### config.mk
export PLATFORM = sky130hd
export DESIGN_NAME = frame_stream_source
export DESIGN_NICKNAME = d
export VERILOG_FILES = /design/src/rtl/frame_stream_source.sv
export SDC_FILE = /design/constraint.sdc
export NUM_CORES = 1
export LEC_CHECK = 0
export BUFFER_PORTS_ARGS = -buffer_cell sky130_fd_sc_hd__buf_2
export CAP_MARGIN = 0
export CORE_MARGIN = 5
export CORE_UTILIZATION = 29
export CTS_CLUSTER_DIAMETER = 100
export DETAILED_ROUTE_END_ITERATION = 8
export GPL_TIMING_DRIVEN = 1
export SYNTH_ARGS = -nofsm -noshare
export SYNTH_HDL_FRONTEND = slang
export SYNTH_SLANG_ARGS = --single-unit
### constraint.sdc
create_clock -name clk -period 3.6 [get_ports clk]
set_clock_uncertainty 0.2 [all_clocks]
set_input_delay 0 -clock clk [delete_from_list [all_inputs] [get_ports clk]]
set_output_delay 0 -clock clk [all_outputs]
set_load 0.005 [all_outputs]
### src/rtl/frame_stream_source.sv
// frame_stream_source
// Reads a stored frame from a synchronous-read frame memory in raster order and
// streams it out one pixel per enabled cycle, with end-of-row (hsync) and
// end-of-frame (vsync) markers qualified by en.
//
// Ports:
//   clk, reset_n        clock, synchronous active-low reset
//   start               begin streaming (looked at in IDLE only)
//   continuous          loop frames; looked at when a frame finishes
//   ready               downstream can take a pixel this cycle
//   mem_rd, mem_addr    frame memory read strobe / linear address y*W+x
//   mem_data            read data, valid the cycle after mem_rd
//   en, hsync, vsync    pixel transfer and its row/frame markers
//   data                pixel {B,G,R}, meaningful when en=1
//   busy                not IDLE
//   frame_done          pulse on the transfer of a frame's last pixel
//   frame_count         frames completed since reset
//
// Pixels come out of a 2-entry buffer fed by the memory read data. The head
// entry is a register, so nothing from mem_data reaches an output
// combinationally. A read is issued only when the buffer can still hold its
// data, which lets ready toggle freely without losing or repeating a pixel.
//
// The read of pixel 0 ("launch") is issued combinationally in the cycle that
// decides to start a frame. This is what allows the first en to appear two
// cycles after start, or two cycles after vsync when there is no gap. In GAP,
// the launch is issued two cycles before the gap ends. This gives exactly
// GAP_CYCLES idle cycles between vsync and the next frame's first en.
module frame_stream_source #(
  parameter int FRAME_WIDTH  = 640,
  parameter int FRAME_HEIGHT = 480,
  parameter int ADDR_WIDTH   = 19,
  parameter int PIXEL_SIZE   = 24,
  parameter int GAP_CYCLES   = 16
) (
  input  logic                  clk,
  input  logic                  reset_n,
  input  logic                  start,
  input  logic                  continuous,
  input  logic                  ready,
  output logic                  mem_rd,
  output logic [ADDR_WIDTH-1:0] mem_addr,
  input  logic [PIXEL_SIZE-1:0] mem_data,
  output logic                  en,
  output logic                  hsync,
  output logic                  vsync,
  output logic [PIXEL_SIZE-1:0] data,
  output logic                  busy,
  output logic                  frame_done,
  output logic [31:0]           frame_count
);

  localparam logic [ADDR_WIDTH:0] NPIX = (ADDR_WIDTH+1)'(FRAME_WIDTH * FRAME_HEIGHT);
  localparam int XW = (FRAME_WIDTH  > 1) ? $clog2(FRAME_WIDTH)  : 1;
  localparam int YW = (FRAME_HEIGHT > 1) ? $clog2(FRAME_HEIGHT) : 1;

  localparam logic [1:0] IDLE = 2'd0;
  localparam logic [1:0] RUN  = 2'd1;
  localparam logic [1:0] GAP  = 2'd2;

  logic [1:0]            state;
  logic [ADDR_WIDTH:0]   rd_cnt;    // next address to read; NPIX once the frame is fully requested
  logic [31:0]           gap_cnt;
  logic                  rd_pend;   // a read was issued last cycle, data is on mem_data now
  logic [PIXEL_SIZE-1:0] buf_q [2];
  logic                  wr_ptr, rd_ptr;
  logic [1:0]            held;
  logic [XW-1:0]         ex;        // coordinates of the pixel at the buffer head
  logic [YW-1:0]         ey;

  logic out_valid, last_col, last_row, last_xfer, space, launch, run_rd;

  always_comb begin
    out_valid  = (held != 2'd0);
    en         = out_valid & ready;
    last_col   = (ex == XW'(FRAME_WIDTH - 1));
    last_row   = (ey == YW'(FRAME_HEIGHT - 1));
    last_xfer  = en & last_col & last_row;
    hsync      = en & last_col & ~last_row;
    vsync      = last_xfer;
    frame_done = last_xfer;
    data       = buf_q[rd_ptr];
    busy       = (state != IDLE);
    // The entry that leaves this cycle frees its slot for a new read.
    space      = ({1'b0, held} + {2'b0, rd_pend}) < (3'd2 + {2'b0, en});
    // Whenever a launch fires, the buffer is either empty or holds only the
    // vsync pixel that is leaving this cycle, so no space check is needed.
    launch     = ((state == IDLE) & start)
               | ((state == RUN) & last_xfer & continuous & (GAP_CYCLES <= 1))
               | ((state == GAP) & (gap_cnt == 32'(GAP_CYCLES - 2)));
    run_rd     = (state == RUN) & (rd_cnt < NPIX) & space;
    mem_rd     = launch | run_rd;
    mem_addr   = launch ? '0 : rd_cnt[ADDR_WIDTH-1:0];
  end

  always_ff @(posedge clk) begin
    if (!reset_n) begin
      state       <= IDLE;
      rd_cnt      <= '0;
      gap_cnt     <= '0;
      rd_pend     <= 1'b0;
      buf_q[0]    <= '0;
      buf_q[1]    <= '0;
      wr_ptr      <= 1'b0;
      rd_ptr      <= 1'b0;
      held        <= 2'd0;
      ex          <= '0;
      ey          <= '0;
      frame_count <= '0;
    end else begin
      rd_pend <= mem_rd;
      if (rd_pend) begin
        buf_q[wr_ptr] <= mem_data;
        wr_ptr        <= ~wr_ptr;
      end
      if (en) rd_ptr <= ~rd_ptr;
      held <= held + {1'b0, rd_pend} - {1'b0, en};

      if (en) begin
        if (last_col) begin
          ex <= '0;
          ey <= last_row ? '0 : ey + YW'(1);
        end else begin
          ex <= ex + XW'(1);
        end
      end

      if (last_xfer) frame_count <= frame_count + 32'd1;

      if (launch)         rd_cnt <= (ADDR_WIDTH+1)'(1);
      else if (run_rd)    rd_cnt <= rd_cnt + (ADDR_WIDTH+1)'(1);
      else if (last_xfer) rd_cnt <= '0;

      case (state)
        IDLE: if (launch) state <= RUN;
        RUN: begin
          if (last_xfer && !launch) begin
            state   <= continuous ? GAP : IDLE;
            gap_cnt <= '0;
          end
        end
        GAP: begin
          gap_cnt <= gap_cnt + 32'd1;
          if (launch) state <= RUN;
        end
        default: state <= IDLE;
      endcase
    end
  end

endmodule
==> run metrics, run 1 <==
H-tree levels=4; Clock Tree Buf Depth=2; Post-Syn Nets=845; Clock Latency Late Sink=0.42 ns; Seq/Total Area, Yosys=0.483; Wirelength per Cell=14.2 um; area of the multi-input gates=0.00370 mm2; CTS Hold Buffers Added=28; commonest cells after routing, fill and taps aside=dfxtp_1 (111), buf_2 (109), and2_1 (73); DR vias/cell=4.95; initial DRC count=346; DR pass1 iterations=4; Worst Hold Class=in2reg; Post-DRT Antenna Nets=0; WP buf/inv=1; Synth Flop Type=dfxtp_1; most common cell after layout, fill and taps aside=dfxtp_1; Clock transition at path regs=0.07 ns; Data arrival, critical path=2.83 ns; clock group share of total power=0.409; Placer Congestion=0.772; total wire length=18.3 mm; cell family with most CP delay=simple AND/OR/NAND/NOR gates; Post-Syn Area=0.00758 mm2; post-synthesis cell type count=55; vias in the first global route=5990; GRT Overall Usage=0.123; layout cells sized above 1=0.203; minimum clock period=2.68 ns; WP data required=3.76 ns; RSZ-0062 raised after global routing=false; Mean Syn Cell Area=9.40 um2; register area=0.00366 mm2; final worst slack=0.922 ns; ANT cells=0; placed insts=1229; Core ar.=0.0259 mm2; part of the power in registers=0.476; Hold Fails Final Rpt=0; total CTS buffers=17; Logic pwr share=0.115; crit-path max FO=15; Fmax=373 MHz; WHS=0.204 ns; clock sinks=159; Pins Over Slew Limit=0; final worst path period share=0.744; drt drc=0; crit start category=flop; r2r startpoint=ex[0]; Vert. Die Dim=172 um; Fill cells=2617; postcts setup bufs=0; Area after DPL=0.00852 mm2; MaxCap Viol Count=0; Internal=3.13 mW; status=completed; row count=59; first-pass GRT wire length=30.0 mm; CP max stage delay=0.55 ns; Power Density=449 mW/mm2; worst path cell trace=ha_1, o211a_1, and4_1, buf_4, nand4_1, or4_1, a21oi_1; fin cells=1289; post-route cell area=0.00937 mm2; TritonCTS clock tree=yes; launch point of the worst path=ex[0]; grt ovf=0; clk root buf=clkbuf_16; die footprint=0.0295 mm2; IO buf count=109; Hold Startpoint=mem_data[22]; Setup crit end kind=flop; Nets=980; Worst Tran Pin Value=1.14 ns; Worst slew margin=0.241; CTS-repair resized insts=0; I/O pins=110; FF+latch count, synth=159; pre-CTS setup slack=0.939 ns; final setup fails=0; area grow syn2layout=23.6%; Synth warnings=0; largest net degree at the start of global routing=52; Final HPWL DP=12.4 mm; Initial Util=0.292; Leak=3.60 nW; EDFF count, synth=48; cells after synthesis=806; ys async rst share=0; slowest CP cell=or4_1; Via Count=6385; switching power of the nets=1.07 mW; Net Sw Frac=0.255; Crit Path Category=reg2reg; number of antenna violations at the first check in global routing=0; Die Wd=172 um; Worst VDD drop=0.264 mV; setup TNS=0 ns
logic make-up after synthesis:
| logic type | after synthesis | synth area share |
|---|---|---|
| AOI/OAI and AO/OA | 146 | 0.112 |
| xor gates and xnor gates | 38 | 0.0439 |
| adders and majority gates | 10 | 0.0165 |
| buffers and inverters | 56 | 0.0307 |
| DFF | 159 | 0.483 |
| muxes | 25 | 0.0370 |
| and+or+nand+nor | 372 | 0.277 |
cell type report:
type / count / share of cell area
inverter: 17 / 0.00681
clock inverter: 15 / 0.0144
tap: 335 / 0.0448
clock buffer: 17 / 0.0454
multi-input combinational: 591 / 0.395
sequential: 159 / 0.391
timing repair buffer: 155 / 0.103
worst reg2reg max path, cell delays in order, from the launching register on:
cell and delay [ns]:
dfxtp_1 0.37, ha_1 0.19, o211a_1 0.25, and4_1 0.27, buf_4 0.22, nand4_1 0.41, or4_1 0.55, a21oi_1 0.15
Yosys cell counts (8+ instances only):
cell      instances  share of area
dfxtp_1         111           0.29
and2_1           73          0.060
a21oi_1          60          0.040
nor2_1           60          0.030
nand2_1          49          0.024
edfxtp_1         48           0.19
nand3_1          44          0.029
o21ai_0          43          0.028
nand4_1          34          0.028
clkbuf_1         32          0.016
or3_1            32          0.026
xor2_1           27          0.031
mux2_2           24          0.036
and3_1           17          0.014
inv_1            16         0.0079
nor3_1           12         0.0079
or4_1            12          0.012
xnor2_1          11          0.013
ha_1             10          0.017
nor4_1           10         0.0083
o31ai_1          10         0.0099
a31oi_1           8         0.0066
registers in the layout, indices dropped and copies added, names as in the netlist, 2 cells and up, named ones only:
| name | cells |
|---|---|
| ex | 10 |
| buf_q | 48 |
| held | 2 |
| gap_cnt | 32 |
| rd_cnt | 20 |
| ey | 9 |
| state | 2 |
| frame_count | 32 |
final timing paths:
| path | depth (start not counted) | slack (ns) | to |
|---|---|---|---|
| max | 7 | 0.92 | frame_count[27] |
| min | 3 | 0.20 | buf_q[0][22] |
| max reg2reg | 7 | 0.92 | frame_count[27] |
| min reg2reg | 2 | 0.27 | ey[1] |
power by group through the flow:
| stage | clock, mW | combinational, mW | sequential [mW] |
|---|---|---|---|
| finish | 1.72 | 0.485 | 2.00 |
| global route | 1.83 | 0.542 | 2.01 |
| CTS | 1.76 | 0.491 | 2.00 |
| detailed placement | 0 | 0.462 | 2.04 |
| global placement | 0 | 0.456 | 2.04 |
| floorplan | 0 | 0.321 | 1.99 |
routing by layer:
metal  wire (um)  GRT usage  vias to the layer above  part of all wire
met2        8110      0.190                      144              0.44
li1            -          -                     3218                 -
met5           0          0                        -                 0
met1        8950      0.173                     3007              0.49
met3         955     0.0260                       16             0.052
met4         286     0.0355                        0             0.016
stage by stage:
step                      total power, mW  utilization
after floorplan                      2.31            -
after global placement               2.49        0.329
after detailed placement             2.50        0.329
after CTS                            4.26        0.361
after global routing                 4.38        0.361
final                                4.20        0.361
(Power assumes the default switching activity.)
==> run 2, diff against run 1 <==
--- a/config.mk
+++ b/config.mk
@@ -5,6 +5,7 @@
 export SDC_FILE = /design/constraint.sdc
 export NUM_CORES = 1
 export LEC_CHECK = 0
+export ABC_AREA = 1
 export BUFFER_PORTS_ARGS = -buffer_cell sky130_fd_sc_hd__buf_2
 export CAP_MARGIN = 0
 export CORE_MARGIN = 5
==> constraint.sdc (replaced) <==
create_clock -name clk -period 2.2 [get_ports clk]
set_clock_uncertainty 0.2 [all_clocks]
set_input_delay 0 -clock clk [delete_from_list [all_inputs] [get_ports clk]]
set_output_delay 0 -clock clk [all_outputs]
set_load 0.005 [all_outputs]
==> run metrics, run 2 <==
status=completed; GRT Overall Usage=0.140 (+0.0176); synth top area cells=dfxtp_1 (26%), edfxtp_1 (17%), nand2_1 (11%); final worst slack=0.119 ns (-0.803 ns); IO buf count=109 (unchanged); Worst Hold Class=in2reg; Fmax=481 MHz; number of flip-flops in the largest register=48 (unchanged); part of the power in registers=0.452 (-0.024); setup TNS=0 ns (unchanged); crit start category=flop; biggest regs=buf_q x48, frame_count x32, gap_cnt x32; vias in the first global route=7863 (+31%); die footprint=0.0328 mm2 (+11%); clk root buf=clkbuf_16; Wirelength per Cell=13.3 um (-6.2%); largest area contributor in the netlist=dfxtp_1; minimum clock period=2.08 ns; crit-path max FO=19 (+4); Synth Flop Type=dfxtp_1; Net Sw Frac=0.262 (+0.00730); Via Count=8175 (+28%); EDFF count, synth=48 (unchanged); top-area cell type share of the netlist area=0.262 (-0.0316); clock sinks=159 (unchanged); initial DRC count=490 (+42%); Core ar.=0.0288 mm2 (+11%); Placer Congestion=0.881 (+14%); top-count cell post-synth=nand2_1; number of antenna violations at the first check in global routing=0 (unchanged); Vert. Die Dim=181 um (+5.5%); TritonCTS clock tree=yes; final setup fails=0 (unchanged); pre-CTS setup slack=0.0342 ns (-0.905 ns); Crit Path Category=reg2out; Core Util, Final=0.370 (+0.00818); H-tree levels=4 (unchanged); Logic pwr share=0.119 (+0.004); Final HPWL DP=16.7 mm (+35%); cells after synthesis=1193 (+48%); ANT cells=0 (unchanged); Clock transition at path regs=0.07 ns (about the same); Reg with most FFs=buf_q; DR vias/cell=4.66 (-5.9%); Data arrival, critical path=1.88 ns (-0.95 ns); layout cells sized above 1=0.176 (-0.0274); MaxCap Viol Count=0 (unchanged); most common cell after layout, fill and taps aside=nand2_1; RSZ-0062 raised after global routing=false; Worst slew margin=0.646 (+0.405); placed insts=1684 (+37%); synth cell count leaders=nand2_1 (259), nor2_1 (234), inv_1 (149); commonest cells after routing, fill and taps aside=nand2_1 (258), nor2_1 (231), inv_1 (149); final worst path period share=0.946; WP data required=2.00 ns (-1.76 ns); I/O pins=110 (unchanged); Setup crit end kind=primary output; Mean Syn Cell Area=7.12 um2 (-24%); Hold Fails Final Rpt=0 (unchanged); Power Density=664 mW/mm2 (+48%); Worst Tran Pin Value=0.526 ns (-0.611 ns); Worst VDD drop=0.525 mV (+99%); drt drc=0 (unchanged); Pins Over Slew Limit=0 (unchanged); Die Wd=181 um (+5.5%); DR pass1 iterations=5 (+1); Internal=5.21 mW (+66%); fin cells=1754 (+36%); total CTS buffers=17 (unchanged); Post-DRT Antenna Nets=0 (unchanged); row count=62 (+5.1%); area grow syn2layout=25.3%; grt ovf=0 (unchanged); Synth warnings=0 (unchanged); Initial Util=0.295 (+0.00267); FF+latch count, synth=159 (unchanged); Leak=4.32 nW (+20%); total wire length=23.4 mm (+28%); switching power of the nets=1.85 mW (+73%); Post-Syn Nets=1232 (+46%); Clock Latency Late Sink=0.42 ns (about the same); largest net degree at the start of global routing=36 (-31%); Nets=1396 (+42%); Seq/Total Area, Yosys=0.431 (-0.0521); Post-Syn Area=0.00849 mm2 (+12%); post-synthesis cell type count=39 (-29%); ys async rst share=0 (unchanged); first-pass GRT wire length=38.7 mm (+29%); Clock Tree Buf Depth=2 (unchanged); clock group share of total power=0.429 (+0.020)
==> run 2: cell count changes in the layout (fill, tap and decap cells not counted), sizes merged, moves of 10 or more <==
cell / previous run / this run
and2: 73 / 0
nand3: 44 / 94
inv: 21 / 159
nand2: 49 / 261
nor2: 60 / 242
nor3: 12 / 33
or4: 12 / 0
or3: 34 / 0
o31ai: 10 / 0
xor2: 27 / 12
nor4: 11 / 1
buf: 127 / 150
and3: 17 / 3
==> run 2: through the flow <==
step / hold slack [ns] / power [mW] / cell area (um2)
floorplan: -0.0572 / 3.77 / 8490
global placement: 0.0957 / 4.02 / 9610
detailed placement: 0.103 / 4.04 / 9610
CTS: 0.0158 / 7.13 / 10500
global route: 0.0532 / 7.39 / 10600
finish: 0.0390 / 7.06 / 10600
==> run 2: metal layers <==
metal,GRT usage,share of wire
met1,0.181,0.47
met2,0.236,0.47
met3,0.0368,0.049
met4,0.0321,0.011
met5,0,0
==> run 2: area by class of cell <==
type	instances	area, um2
well taps	384	480
multi-input cells	846	4120
clock inverters	15	176
fillers	3067	18100
repair buffers	178	1190
clock buffers	17	425
flip-flops and latches	159	3670
inverters	155	587
==> run 2: logic make-up (layout without fill, tap and decap cells) <==
family,after synthesis,in the layout,share of synthesized area
xor+xnor,16,16,0.0165
flops,159,159,0.431
simple gates,677,678,0.344
compound gates,118,118,0.0716
buf+inv,189,365,0.0902
fa+ha+maj,10,10,0.0147
mux,24,24,0.0318
==> run 2: final timing paths <==
check	from	end	slack, ns	cells after the start
max	gap_cnt[1]	mem_addr[18]	0.12	9
min	start	rd_cnt[0]	0.04	5
max reg2reg	ex[1]	gap_cnt[26]	0.15	9
min reg2reg	rd_ptr	rd_ptr	0.26	1
==> run 2: worst max-delay path, stage by stage, from the launching register on <==
cell and delay [ns]:
dfxtp_1 0.33, buf_4 0.12, ha_1 0.20, nand4_1 0.12
nor2_2 0.13, nand3_2 0.11, nand2_2 0.10, buf_12 0.16
nor2_1 0.05, buf_2 0.14
==> run 2: timing repair <==
item	in CTS	in global routing
endpoints found under the setup margin	20	60
resized for setup	4	12
pin swaps	2	4
buffers inserted	2	7
gates cloned	0	2
hold buffers	27	0
hold endpoints to repair	104	0
==> run 2: power by group through the flow <==
stage                     logic [mW]  clock network [mW]  registers [mW]
after detailed placement       0.779                   0            3.26
after CTS                      0.832                3.11            3.19
after global routing           0.942                3.24            3.21
after floorplan                0.526                   0            3.24
after global placement         0.768                   0            3.25
final                          0.841                3.03            3.20
